File: src/rtl/hazard_forward_unit_if.sv
// Signal bundle between the pipeline control path and hazard_forward_unit.
// STALL_CNT/FWD_CNT are always present; they read zero unless HAZARD_STATS_EN is defined.
interface hazard_forward_unit_if #(
  parameter int unsigned AW      = 5,
  parameter int unsigned NUM_SRC = 2
);
  logic [NUM_SRC*AW-1:0] ARS_EX;
  logic [NUM_SRC*AW-1:0] ARS_ID;
  logic [NUM_SRC-1:0]    SRC_VALID_ID;
  logic [AW-1:0]         ARD_ID_EX;
  logic                  MEMREAD_ID_EX;
  logic [AW-1:0]         ARD_EX_MEM;
  logic                  REGWRITE_EX_MEM;
  logic [AW-1:0]         ARD_MEM_WB;
  logic                  REGWRITE_MEM_WB;
  logic                  FLUSH;
  logic                  MEM_WAIT;
  logic [2*NUM_SRC-1:0]  FORWARD;
  logic                  STALL;
  logic                  BUBBLE;
  logic                  BUSY;
  logic [31:0]           STALL_CNT;
  logic [31:0]           FWD_CNT;

  modport master (
    output ARS_EX, ARS_ID, SRC_VALID_ID, ARD_ID_EX, MEMREAD_ID_EX,
           ARD_EX_MEM, REGWRITE_EX_MEM, ARD_MEM_WB, REGWRITE_MEM_WB,
           FLUSH, MEM_WAIT,
    input  FORWARD, STALL, BUBBLE, BUSY, STALL_CNT, FWD_CNT
  );

  modport slave (
    input  ARS_EX, ARS_ID, SRC_VALID_ID, ARD_ID_EX, MEMREAD_ID_EX,
           ARD_EX_MEM, REGWRITE_EX_MEM, ARD_MEM_WB, REGWRITE_MEM_WB,
           FLUSH, MEM_WAIT,
    output FORWARD, STALL, BUBBLE, BUSY, STALL_CNT, FWD_CNT
  );
endinterface

File: src/rtl/hazard_forward_unit.sv
// Operand forwarding selects and load-use stall sequencing for the 5-stage pipeline.
// Optional HAZARD_STATS_EN adds saturating stall-cycle and forward-event counters.
module hazard_forward_unit #(
  parameter int unsigned AW       = 5,
  parameter int unsigned NUM_SRC  = 2,
  parameter int unsigned LOAD_LAT = 1
) (
  input logic                  CLK,
  input logic                  RST,
  hazard_forward_unit_if.slave hif
);

  typedef enum logic {S_IDLE, S_STALL} state_t;

  localparam logic [2:0] LAT_M1 = 3'(LOAD_LAT - 1);

  state_t               state;
  logic [2:0]           cnt;
  logic [2*NUM_SRC-1:0] fwd;
  logic                 hit;
  logic                 stall;
  logic                 bubble;

  always_comb begin
    fwd = '0;
    for (int unsigned i = 0; i < NUM_SRC; i++) begin
      if (hif.REGWRITE_EX_MEM && hif.ARD_EX_MEM != '0 &&
          hif.ARD_EX_MEM == hif.ARS_EX[i*AW +: AW])
        fwd[2*i +: 2] = 2'b10;
      else if (hif.REGWRITE_MEM_WB && hif.ARD_MEM_WB != '0 &&
               hif.ARD_MEM_WB == hif.ARS_EX[i*AW +: AW])
        fwd[2*i +: 2] = 2'b01;
    end
  end

  always_comb begin
    hit = 1'b0;
    for (int unsigned i = 0; i < NUM_SRC; i++) begin
      if (hif.SRC_VALID_ID[i] && hif.ARS_ID[i*AW +: AW] == hif.ARD_ID_EX)
        hit = 1'b1;
    end
    hit = hit && hif.MEMREAD_ID_EX && hif.ARD_ID_EX != '0;
  end

  // MEM_WAIT overrides FLUSH for STALL/BUBBLE; FLUSH still owns the FSM below.
  always_comb begin
    stall  = 1'b0;
    bubble = 1'b0;
    if (RST) begin
      stall  = 1'b0;
      bubble = 1'b0;
    end else if (hif.MEM_WAIT) begin
      stall  = 1'b1;
    end else if (hif.FLUSH) begin
      stall  = 1'b0;
    end else if (state == S_STALL || hit) begin
      stall  = 1'b1;
      bubble = 1'b1;
    end
  end

  always_ff @(posedge CLK or posedge RST) begin
    if (RST) begin
      state <= S_IDLE;
      cnt   <= '0;
    end else if (hif.FLUSH) begin
      state <= S_IDLE;
      cnt   <= '0;
    end else if (!hif.MEM_WAIT) begin
      case (state)
        S_IDLE: begin
          if (hit && LOAD_LAT > 1) begin
            state <= S_STALL;
            cnt   <= LAT_M1;
          end
        end
        S_STALL: begin
          if (cnt == 3'd1) begin
            state <= S_IDLE;
            cnt   <= '0;
          end else begin
            cnt <= cnt - 3'd1;
          end
        end
        default: begin
          state <= S_IDLE;
          cnt   <= '0;
        end
      endcase
    end
  end

  assign hif.FORWARD = RST ? '0 : fwd;
  assign hif.STALL   = stall;
  assign hif.BUBBLE  = bubble;
  assign hif.BUSY    = (state == S_STALL) && !RST;

`ifdef HAZARD_STATS_EN
  logic [31:0] stall_cnt;
  logic [31:0] fwd_cnt;
  logic [31:0] fwd_n;
  logic [32:0] fwd_sum;

  always_comb begin
    fwd_n = '0;
    for (int unsigned i = 0; i < NUM_SRC; i++) begin
      if (fwd[2*i +: 2] != 2'b00)
        fwd_n = fwd_n + 32'd1;
    end
    fwd_sum = {1'b0, fwd_cnt} + {1'b0, fwd_n};
  end

  always_ff @(posedge CLK or posedge RST) begin
    if (RST) begin
      stall_cnt <= '0;
      fwd_cnt   <= '0;
    end else begin
      if (stall && stall_cnt != '1)
        stall_cnt <= stall_cnt + 32'd1;
      fwd_cnt <= fwd_sum[32] ? '1 : fwd_sum[31:0];
    end
  end

  assign hif.STALL_CNT = stall_cnt;
  assign hif.FWD_CNT   = fwd_cnt;
`else
  assign hif.STALL_CNT = '0;
  assign hif.FWD_CNT   = '0;
`endif

endmodule

File: src/flat_wrapper.sv
// flat-port wrapper written by rule: the top's interface ports become plain ports
module hazard_forward_unit_flat 
#(
  parameter int unsigned AW       = 5,
  parameter int unsigned NUM_SRC  = 2,
  parameter int unsigned LOAD_LAT = 1
)
  (CLK, RST, hif_ARS_EX, hif_ARS_ID, hif_SRC_VALID_ID, hif_ARD_ID_EX, hif_MEMREAD_ID_EX, hif_ARD_EX_MEM, hif_REGWRITE_EX_MEM, hif_ARD_MEM_WB, hif_REGWRITE_MEM_WB, hif_FLUSH, hif_MEM_WAIT, hif_FORWARD, hif_STALL, hif_BUBBLE, hif_BUSY, hif_STALL_CNT, hif_FWD_CNT);
  hazard_forward_unit_if #(.AW(AW), .NUM_SRC(NUM_SRC)) hif_i ();
  input logic CLK;
  input logic RST;
  input wire logic [$bits(hif_i.ARS_EX)-1:0] hif_ARS_EX;
  input wire logic [$bits(hif_i.ARS_ID)-1:0] hif_ARS_ID;
  input wire logic [$bits(hif_i.SRC_VALID_ID)-1:0] hif_SRC_VALID_ID;
  input wire logic [$bits(hif_i.ARD_ID_EX)-1:0] hif_ARD_ID_EX;
  input wire logic [$bits(hif_i.MEMREAD_ID_EX)-1:0] hif_MEMREAD_ID_EX;
  input wire logic [$bits(hif_i.ARD_EX_MEM)-1:0] hif_ARD_EX_MEM;
  input wire logic [$bits(hif_i.REGWRITE_EX_MEM)-1:0] hif_REGWRITE_EX_MEM;
  input wire logic [$bits(hif_i.ARD_MEM_WB)-1:0] hif_ARD_MEM_WB;
  input wire logic [$bits(hif_i.REGWRITE_MEM_WB)-1:0] hif_REGWRITE_MEM_WB;
  input wire logic [$bits(hif_i.FLUSH)-1:0] hif_FLUSH;
  input wire logic [$bits(hif_i.MEM_WAIT)-1:0] hif_MEM_WAIT;
  output wire logic [$bits(hif_i.FORWARD)-1:0] hif_FORWARD;
  output wire logic [$bits(hif_i.STALL)-1:0] hif_STALL;
  output wire logic [$bits(hif_i.BUBBLE)-1:0] hif_BUBBLE;
  output wire logic [$bits(hif_i.BUSY)-1:0] hif_BUSY;
  output wire logic [$bits(hif_i.STALL_CNT)-1:0] hif_STALL_CNT;
  output wire logic [$bits(hif_i.FWD_CNT)-1:0] hif_FWD_CNT;
  assign hif_i.ARS_EX = hif_ARS_EX;
  assign hif_i.ARS_ID = hif_ARS_ID;
  assign hif_i.SRC_VALID_ID = hif_SRC_VALID_ID;
  assign hif_i.ARD_ID_EX = hif_ARD_ID_EX;
  assign hif_i.MEMREAD_ID_EX = hif_MEMREAD_ID_EX;
  assign hif_i.ARD_EX_MEM = hif_ARD_EX_MEM;
  assign hif_i.REGWRITE_EX_MEM = hif_REGWRITE_EX_MEM;
  assign hif_i.ARD_MEM_WB = hif_ARD_MEM_WB;
  assign hif_i.REGWRITE_MEM_WB = hif_REGWRITE_MEM_WB;
  assign hif_i.FLUSH = hif_FLUSH;
  assign hif_i.MEM_WAIT = hif_MEM_WAIT;
  assign hif_FORWARD = hif_i.FORWARD;
  assign hif_STALL = hif_i.STALL;
  assign hif_BUBBLE = hif_i.BUBBLE;
  assign hif_BUSY = hif_i.BUSY;
  assign hif_STALL_CNT = hif_i.STALL_CNT;
  assign hif_FWD_CNT = hif_i.FWD_CNT;
  hazard_forward_unit #(.AW(AW), .NUM_SRC(NUM_SRC), .LOAD_LAT(LOAD_LAT)) u_core (.CLK(CLK), .RST(RST), .hif(hif_i));
endmodule
File: config.mk
export PLATFORM = sky130hd
export DESIGN_NAME = hazard_forward_unit_flat
export DESIGN_NICKNAME = d
export VERILOG_FILES = /design/src/rtl/hazard_forward_unit_if.sv /design/src/rtl/hazard_forward_unit.sv /design/src/flat_wrapper.sv
export SDC_FILE = /design/constraint.sdc
export NUM_CORES = 1
export LEC_CHECK = 0
export ABC_AREA = 0
export BUFFER_PORTS_ARGS = -buffer_cell sky130_fd_sc_hd__buf_2
export CORE_AREA = 2 2 60 62
export CTS_CLUSTER_SIZE = 16
export DETAILED_ROUTE_END_ITERATION = 6
export DIE_AREA = 0 0 62 64
export GPL_TIMING_DRIVEN = 0
export PLACE_DENSITY_LB_ADDON = 0.3
export RECOVER_POWER = 25
export SYNTH_ARGS = -nofsm -noshare
export SYNTH_HDL_FRONTEND = slang
export SYNTH_SLANG_ARGS = --single-unit
File: constraint.sdc
create_clock -name CLK -period 1.6 [get_ports CLK]
set_input_delay 0.16 -clock CLK [delete_from_list [all_inputs] [get_ports CLK]]
set_output_delay 0.16 -clock CLK [all_outputs]
set_load 0.02 [all_outputs]
==> results.toml, run 1 <==
[sta]
max_freq_mhz = 628.9
setup_violations = 0
drv_slew = 0
fin_ws_ns = 0.009954
grt_setup_unrepaired = "true"
fin_crit_ns = 1.590
skew_ns = 0.002222
period_share = 0.9938
hold_violations = 0

[final_layout]
antenna_cells = 0
drive_gt1_frac = 0.4792
nets = 313
design_area_um2 = 1823
area_growth_pct = 58.03

[routing]
vias = 1135
drc = 0
wire_per_inst_um = 8.186
vias_per_cell = 3.650
ant_nets = 0
drt-total-wl_um = 2546
drtIter0Drc = 2
drtPass1Iterations = 3

[synth]
syn_area_um2 = 1154
post-synth-top-area-cell = "buf_4"
seq_area_frac_synth = 0.08677
synth-xor-area-share = 0.2354
synthTopCellsByCount = "64 x buf_4, 18 x xor2_1, 13 x xnor2_1"
ys_async_sr_fraction = 1.000
syn_area_per_cell_um2 = 7.848
synth_top_family_by_area = "buffers and inverters"
synth_mux_area_frac = 0
ys_warn_count = 0
synth.distinct_cells = 25
synthSimpleGateAreaFrac = 0.1464
synth.top_cell.area_share = 0.4165
synth_most_common_cell = "buf_4"
synthTopCellsByArea = "buf_4 42%, xor2_1 14%, xnor2_1 9.9%, dfrtp_1 8.7%, or4_1 3.3%"
syn_inst = 147
synth-edff-count = 0
synth_flop_cell = "dfrtp_1"
synth_compound_area_frac = 0.07375
synthAdderAreaFrac = 0.02169
synth-seq-cells = 4

[die]
initial_core_util = 0.3512
die-width_um = 62
die_area_um2 = 3968
num_rows = 21
num_io_pins = 115
core_area_um2 = 3284
die_h_um = 64

[clock_network]
root_buffer = "clkbuf_4"
tritoncts = "yes"
htreeDepth = 1
clock-sinks = 4
clk_latency_ns = 0.23
clockBufferDepth = 2
cts_made_buffers = 3
path_clk_slew_ns = 0.04

[critical_path]
path_class = "in2out"
worstPathMaxFanout = 4
r2r-start = "u_core.state$_DFFE_PP0P_"
worstPathArrival_ns = 1.43
crit_chain = "buf_2, or4_4, o21ai_4, nor3_2, nor4_4, buf_4"
rrSetupSlack_ns = 0.36
r2r-end = "u_core.cnt[2]$_DFFE_PP0P_"
endpoint_kind = "primary output"
required_ns = 1.44
crit_path_end = "hif_FORWARD[2]"
slowest_stage = "or4_4"
critPathMaxStageDelay_ns = 0.55
crit_path_start_kind = "primary input"
critPathLaunch = "hif_ARD_EX_MEM[1]"
reg2regPathDepth = 4

[grt]
first_global_vias = 927
grt.overflow.total = 0
grt_max_degree = 6
grt_usage = 0.1144
antenna_found_initial = 0
grt_first_pass_wirelength_um = 3581

[run]
maxCapViolations = 0

[pwr]
power_leakage_nw = 1.030
power.density_nw_per_um2 = 372.4
power.total_w = 0.0006788
ir_worst_vdd_mv = 0.1755

[min_path]
hold_path_class = "in2reg"

[placed_design]
place_congestion = 0.7800
pre_cts_slack_ns = -0.3132
numPortBuffers = 50
dp_hpwl_um = 2325
place_area_um2 = 1715

[outcome]
status = "finished clean"
-- registers in the layout (all words and copies together), names as in the netlist --
register / flops
u_core.state: 1
u_core.cnt: 3
-- cells in the final DEF, fill, tap and decap left out, types with 3 or more instances in the layout --
cell type,instances
dfrtp_1,4
nand2_1,5
inv_1,4
clkbuf_4,3
nor4_1,4
conb_1,64
nor2_1,3
buf_6,5
or4_4,4
nor2b_1,3
buf_2,43
xor2_1,18
buf_4,66
o21ai_0,4
xnor2_1,13
-- per-layer routing --
metal | global-route usage | vias to the layer above | share of wire
met5 | 0 | - | 0
met4 | 0.03723 | 0 | 0
met3 | 0.02632 | 0 | 0.15
met2 | 0.2135 | 73 | 0.51
met1 | 0.1187 | 461 | 0.34
li1 | - | 601 | -
-- power by group --
| part | total [W] | switching, W | internal, W |
|---|---|---|---|
| Sequential | 0.000102 | 0.0000000000000000000134 | 0.000102 |
| Clock | 0.000118 | 0.0000350 | 0.0000835 |
| Combinational | 0.000459 | 0.000252 | 0.000207 |
| Total | 0.000679 | 0.000287 | 0.000392 |
-- how the worst min path moves through the flow --
stage | start | endpoint | cells past startpoint
2_1_floorplan | RST | u_core.cnt[0]$_DFFE_PP0P_ | 1
4_1_cts | hif_FLUSH | u_core.cnt[0]$_DFFE_PP0P_ | 2
5_1_grt | hif_FLUSH | u_core.cnt[0]$_DFFE_PP0P_ | 2
3_5_place_dp | RST | u_core.cnt[1]$_DFFE_PP0P_ | 2
6_report | hif_FLUSH | u_core.cnt[2]$_DFFE_PP0P_ | 2
3_3_place_gp | RST | u_core.cnt[1]$_DFFE_PP0P_ | 2
-- cell families (layout without fill, tap and decap cells) --
logic type               Yosys count  in the layout
AO/OA/AOI/OAI                     12             12
XOR/XNOR                          31             31
adder cells (fa/ha/maj)            2              2
buffers and inverters             69            124
flip-flops                         4              4
other                              1             64
AND/OR/NAND/NOR                   28             28
-- critical path, delay by kind of cell --
| family | cells | cell delay, ns |
|---|---|---|
| buffers and inverters | 2 | 0.30 |
| AND/OR/NAND/NOR | 3 | 0.75 |
| AO/OA/AOI/OAI | 1 | 0.21 |
-- layout make-up --
cell class                      count  area, um^2
Timing Repair Buffer               52       300.3
Sequential cell                     4       100.1
Multi-Input combinational cell    137       840.8
Fill cell                         326        1461
Tap cell                           46       57.56
Buffer                             64       480.5
Inverter                            5       21.27
Clock buffer                        3       22.52
-- what timing repair did --
action | 4_1_cts | 5_1_grt
hold buffers | 1 | 0
endpoints found under the hold margin | 4 | 0
endpoints found under the setup margin | 2 | 2
gates resized for setup | 15 | 6
setup buffers | 1 | 0
pin swaps | 4 | 3
-- stage by stage --
stage	setup TNS, ns	util	std cells	hold WS, ns
after floorplan	0	-	210	-0.05135
after global placement	-0.6357	0.5223	306	0.1574
after detailed placement	-0.6214	0.5223	306	0.1508
after CTS	-0.006773	0.5474	311	0.1419
after global routing	-0.07722	0.5550	311	0.1481
final	0	0.5550	311	0.1465
(Power assumes the default switching activity.)
==> inputs of run 2 (changes only) <==
ABC_AREA = 1   (was 0)
CORE_AREA = 2 2 61 63   (was 2 2 60 62)
DIE_AREA = 0 0 63 65   (was 0 0 62 64)
==> run 2 against run 1 <==
Area after synthesis grew 9.7%. Flip-flop and latch count is the same. Count of clock-buffer cells in the layout is the same. Setup slack gained 0.33 ns. Synthesized cell count grew 44%. Via count grew 18%. Routed wire length grew 8.1%. Sequential power grew 16%. Final area grew 1.1%. Largest cell class unchanged.
==> results.toml, run 2 <==
[outcome]
status = "finished clean"

[synth]
synth-seq-cells = 4
syn_inst = 211
syn_area_per_cell_um2 = 5.995
seq_area_frac_synth = 0.07913
synth.distinct_cells = 21
synth-edff-count = 0
post-synth-top-area-cell = "buf_4"
synth_most_common_cell = "buf_4"
syn_area_um2 = 1265
synth_flop_cell = "dfrtp_1"
ys_warn_count = 0
synthTopCellsByArea = "buf_4 38%, nand2_1 15%, dfrtp_1 7.9%, xnor2_1 7.6%, inv_1 6.5%"
synth.top_cell.area_share = 0.3798
synthTopCellsByCount = "64 x buf_4, 49 x nand2_1, 22 x inv_1"
ys_async_sr_fraction = 1.000

[critical_path]
slowest_stage = "buf_2"
r2r-start = "u_core.cnt[0]$_DFFE_PP0P_"
path_class = "in2out"
required_ns = 1.44
critPathLaunch = "RST"
critPathMaxStageDelay_ns = 0.19
crit_chain = "clkbuf_1, inv_1, o21ai_0, a21oi_1, nand2_1, nor3_1, buf_2"
worstPathArrival_ns = 1.10
endpoint_kind = "primary output"
worstPathMaxFanout = 5
crit_path_start_kind = "primary input"
reg2regPathDepth = 5

[pwr]
power.density_nw_per_um2 = 396.7
ir_worst_vdd_mv = 0.2130
power_leakage_nw = 1.230

[sta]
fin_ws_ns = 0.3401
period_share = 0.7875
max_freq_mhz = 793.7
skew_ns = 0.004505
hold_violations = 0
drv_slew = 0
setup_violations = 0
fin_crit_ns = 1.260
grt_setup_unrepaired = "false"
tns_ns = 0

[clock_network]
path_clk_slew_ns = 0.04
clock-sinks = 4
clockBufferDepth = 2
cts_made_buffers = 3
root_buffer = "clkbuf_4"
htreeDepth = 1
clk_latency_ns = 0.24
tritoncts = "yes"

[routing]
wire_per_inst_um = 7.319
drc = 0
drt-total-wl_um = 2752
drtIter0Drc = 38
drtPass1Iterations = 4
vias_per_cell = 3.574
ant_nets = 0
vias = 1344

[die]
die_h_um = 65
num_rows = 22
num_io_pins = 115
core_area_um2 = 3496
die-width_um = 63
die_area_um2 = 4095
initial_core_util = 0.3618

[min_path]
whs_path_depth = 2
hold_path_class = "in2reg"
min_from = "hif_FLUSH"

[grt]
grt_usage = 0.1328
grt.overflow.total = 0
grtUsageMet2 = 0.2633
grt_first_pass_wirelength_um = 4464
antenna_found_initial = 0
grt_busiest_layer = "met2"
use_met3 = 0.02257
use_met1 = 0.1409
grt_max_degree = 6
first_global_vias = 1112

[final_layout]
area_growth_pct = 45.70
regMostFlops = "u_core.cnt"
nFillCells = 388
antenna_cells = 0
largest_reg_flops = 3
largestRegisters = "u_core.cnt: 3 flops, u_core.state: 1 flops"
design_area_um2 = 1843
drive_gt1_frac = 0.3750
nets = 376
layout_common_cells = "64 x buf_4, 64 x conb_1, 49 x nand2_1, 49 x buf_2, 23 x inv_1"

[run]
maxCapViolations = 0

[placed_design]
numPortBuffers = 50
place_area_um2 = 1812
place_congestion = 0.7925
pre_cts_slack_ns = 0.3329
dp_hpwl_um = 2557
-- run 2: cell count changes after synthesis, sizes merged, moves of 2 or more --
cell | before | now
nor4 | 6 | 0
xnor2 | 13 | 11
or4 | 5 | 0
nand2 | 5 | 49
a21oi | 1 | 4
xor2 | 18 | 4
nor2 | 3 | 18
nor3 | 2 | 6
nand3 | 2 | 8
nor2b | 3 | 0
inv | 5 | 29
nand4 | 0 | 2
-- run 2: path summary, 6_finish.rpt --
kind | endpoint | slack (ns)
worst max-delay path | hif_FORWARD[0] | 0.34
worst min-delay path | u_core.cnt[2]$_DFFE_PP0P_ | 0.11
worst max register to register | u_core.cnt[2]$_DFFE_PP0P_ | 0.57
worst min register to register | u_core.cnt[1]$_DFFE_PP0P_ | 0.56
max in group asynchronous | u_core.cnt[0]$_DFFE_PP0P_ | 0.90
min in group asynchronous | u_core.cnt[1]$_DFFE_PP0P_ | 0.52
-- run 2: where the power goes --
part           leakage [nW]  internal, W  switching [W]
registers            0.0527     0.000112     0.00000553
logic                  1.16     0.000211       0.000279
clock network        0.0138    0.0000838      0.0000406
total                  1.23     0.000406       0.000325
-- run 2: layout make-up --
cell class	instances	area, um^2	share of cell area
sequential	4	100.1	0.05431
inverter	29	108.9	0.05906
clock buffer	3	22.52	0.01222
multi-input combinational	177	812.0	0.4406
tap	48	60.06	0.03259
timing repair buffer	51	259.0	0.1405
buffer	64	480.5	0.2607
-- run 2: cell families (layout without fill, tap and decap cells) --
| family | after synthesis | in the layout | share of synthesized area |
|---|---|---|---|
| AND/OR/NAND/NOR | 84 | 84 | 0.2730 |
| XOR/XNOR | 15 | 15 | 0.1039 |
| adder cells (fa/ha/maj) | 2 | 2 | 0.01978 |
| AO/OA/AOI/OAI | 12 | 12 | 0.05540 |
| other | 1 | 64 | 0.002965 |
| flip-flops | 4 | 4 | 0.07913 |
| buffers and inverters | 93 | 147 | 0.4659 |
-- run 2: worst max-delay path, delay by kind of cell --
| family | cells | cell delay, ns |
|---|---|---|
| buf+inv | 3 | 0.46 |
| compound gates | 2 | 0.23 |
| simple gates | 2 | 0.23 |
-- run 2: stage by stage --
| step | total power (W) | instances | hold WS (ns) | util |
|---|---|---|---|---|
| 6_report | 0.0007312 | 376 | 0.1132 | 0.5272 |
| 5_1_grt | 0.0007951 | 376 | 0.1127 | 0.5272 |
| 4_1_cts | 0.0007306 | 376 | 0.1098 | 0.5276 |
| 3_5_place_dp | 0.0006012 | 372 | 0.09393 | 0.5183 |
| 3_3_place_gp | 0.0005955 | 372 | 0.08782 | 0.5183 |
| 2_1_floorplan | 0.0004991 | 274 | -0.07901 | - |
-- run 2: repair_timing --
item                                   4_1_cts  5_1_grt
endpoints found under the hold margin        4        0
resized for setup                            0        0
buffers inserted                             0        0
hold buffers                                 1        0
-- run 2: layer usage --
metal  wire length [um]  vias up
met5                  0        -
met4                 13        0
met3                281        3
met2               1401       67
met1               1055      527
li1                   -      747
==> inputs of run 3 (changes only) <==
CORE_AREA = 2 2 64 66   (was 2 2 61 63)
DIE_AREA = 0 0 66 68   (was 0 0 63 65)
clock period = 1 ns   (was 1.6 ns; I/O delays follow)
==> run 3 against run 2 <==
The run now ends with negative setup slack left. Worst hold slack worse by 0.031 ns. Critical path depth down 2. Register-to-register slack worse by 0.60 ns. Non-clock buffer count up 5. Sequential share of layout area down 1.1 points. Global-route usage down 1.7 points. Via count up 5.4%. Sequential power up 64%. Utilization up 7.4 points. Power up 110%. Setup slack worse by 0.43 ns. Critical path type is now reg2out. Critical endpoint is now hif_STALL. Largest power group unchanged.
==> results.toml, run 3 (synthesis results as in run 2) <==
[critical_path]
endpoint_kind = "primary output"
crit_path_start_kind = "flip-flop"
required_ns = 0.90
r2r-start = "u_core.cnt[0]$_DFFE_PP0P_"
reg2regPathDepth = 5
rrSetupSlack_ns = -0.03
critPathLaunch = "u_core.state$_DFFE_PP0P_"
path_class = "reg2out"
crit_chain = "nand2_2, nand3_2, nand2_1, inv_1, buf_6"
worstPathArrival_ns = 0.99
slowest_stage = "dfrtp_1"
critPathMaxStageDelay_ns = 0.39
r2r-end = "u_core.cnt[1]$_DFFE_PP0P_"
worstPathMaxFanout = 3

[sta]
grt_setup_unrepaired = "true"
fin_crit_ns = 1.086
hold_violations = 0
setup_violations = 7
period_share = 1.086
tns_ns = -0.3380
fin_ws_ns = -0.08615
whs_ns = 0.08269
max_freq_mhz = 920.7
drv_slew = 0
skew_ns = 0.001272

[clock_network]
htreeDepth = 1
root_buffer = "clkbuf_8"
clockBufferDepth = 2
path_clk_slew_ns = 0.03
tritoncts = "yes"
cts_made_buffers = 3
clock-sinks = 4
clk_latency_ns = 0.22

[grt]
antenna_found_initial = 0
grt_max_degree = 6
first_global_vias = 1095
use_met1 = 0.1245
grt_first_pass_wirelength_um = 4188
grt.overflow.total = 0
grt_busiest_layer = "met2"
grt_usage = 0.1162
grtUsageMet2 = 0.2298
use_met3 = 0.01974

[placed_design]
placed_cells = 374
pre_cts_slack_ns = -0.1302
numPortBuffers = 50
place_congestion = 0.8048
dp_hpwl_um = 2417
place_area_um2 = 1819

[run]
maxCapViolations = 0

[die]
num_io_pins = 115
die-width_um = 66
initial_core_util = 0.3280
die_h_um = 68
num_rows = 23
core_area_um2 = 3856
die_area_um2 = 4488

[routing]
drt-total-wl_um = 3334
ant_nets = 0
drtIter0Drc = 19
drtPass1Iterations = 4
drc = 0
vias_per_cell = 3.697
wire_per_inst_um = 8.705
vias = 1416

[pwr]
ir_worst_vdd_mv = 0.5138
power.density_nw_per_um2 = 674.7
power_leakage_nw = 1.389

[final_layout]
nets = 381
area_growth_pct = 83.38
design_area_um2 = 2320
layout_common_cells = "77 x buf_4, 64 x conb_1, 33 x nand2_1"
final_common_cell = "buf_4"
largestRegisters = "u_core.cnt: 3 flops, u_core.state: 1 flops"
largest_reg_flops = 3
final_cells = 383
drive_gt1_frac = 0.5285
regMostFlops = "u_core.cnt"
antenna_cells = 0
nFillCells = 393

[min_path]
whs_path_depth = 2
min_from = "hif_FLUSH"
hold_path_class = "in2reg"
holdPathEnd = "u_core.cnt[2]$_DFFE_PP0P_"

[outcome]
status = "complete, but fails checks"
violations = "negative setup slack"
run 3: changes by cell type in the layout (fill, tap and decap cells not counted), sizes merged:
cell,previous run,this run
buf,113,119
clkbuf,4,3
run 3: cell type report:
| type | count | area, um^2 | area share |
|---|---|---|---|
| multi-input cells | 177 | 1016 | 0.4380 |
| clock buffers | 3 | 41.29 | 0.01780 |
| inverters | 29 | 118.9 | 0.05124 |
| repair buffers | 56 | 500.5 | 0.2158 |
| well taps | 50 | 62.56 | 0.02697 |
| flip-flops and latches | 4 | 100.1 | 0.04315 |
| plain buffers | 64 | 480.5 | 0.2071 |
run 3: timing repair:
| item | 4_1_cts | 5_1_grt |
|---|---|---|
| endpoints found under the setup margin | 8 | 10 |
| resized for setup | 40 | 68 |
| pin swaps | 14 | 32 |
| hold endpoints to repair | 4 | 0 |
| hold buffers | 1 | 0 |
| setup buffers | 2 | 3 |
| gates cloned | 0 | 0 |
run 3: per-stage QoR:
stage / util / power [W]
2_1_floorplan: - / 0.0007993
3_3_place_gp: 0.4718 / 0.0009552
3_5_place_dp: 0.4718 / 0.0009626
4_1_cts: 0.5286 / 0.001407
5_1_grt: 0.6016 / 0.001670
6_report: 0.6016 / 0.001565
run 3: where the power goes:
| group | switching (W) | total, W | internal [W] |
|---|---|---|---|
| registers | 0.0000130 | 0.000193 | 0.000180 |
| clock network | 0.0000852 | 0.000342 | 0.000257 |
| logic | 0.000527 | 0.00103 | 0.000503 |
| total | 0.000626 | 0.00157 | 0.000939 |
run 3: worst max path at each step:
stage	endpoint	slack [ns]	cells after the start
finish	hif_STALL	-0.09	5
detailed placement	hif_FORWARD[0]	-0.13	7
global placement	hif_FORWARD[0]	-0.13	7
global route	hif_FORWARD[1]	-0.20	7
floorplan	u_core.cnt[1]$_DFFE_PP0P_	0.06	5
CTS	hif_STALL	-0.09	5
run 3: per-layer routing:
layer / wire length (um) / vias to the layer above
met3: 377 / 7
met1: 1144 / 579
met5: 0 / -
li1: - / 757
met2: 1763 / 73
met4: 48 / 0
run 3: critical path: cells and delay by family, from the launching register on:
| family | cells | cell delay, ns |
|---|---|---|
| flip-flops | 1 | 0.39 |
| AND/OR/NAND/NOR | 3 | 0.22 |
| buffers and inverters | 2 | 0.16 |
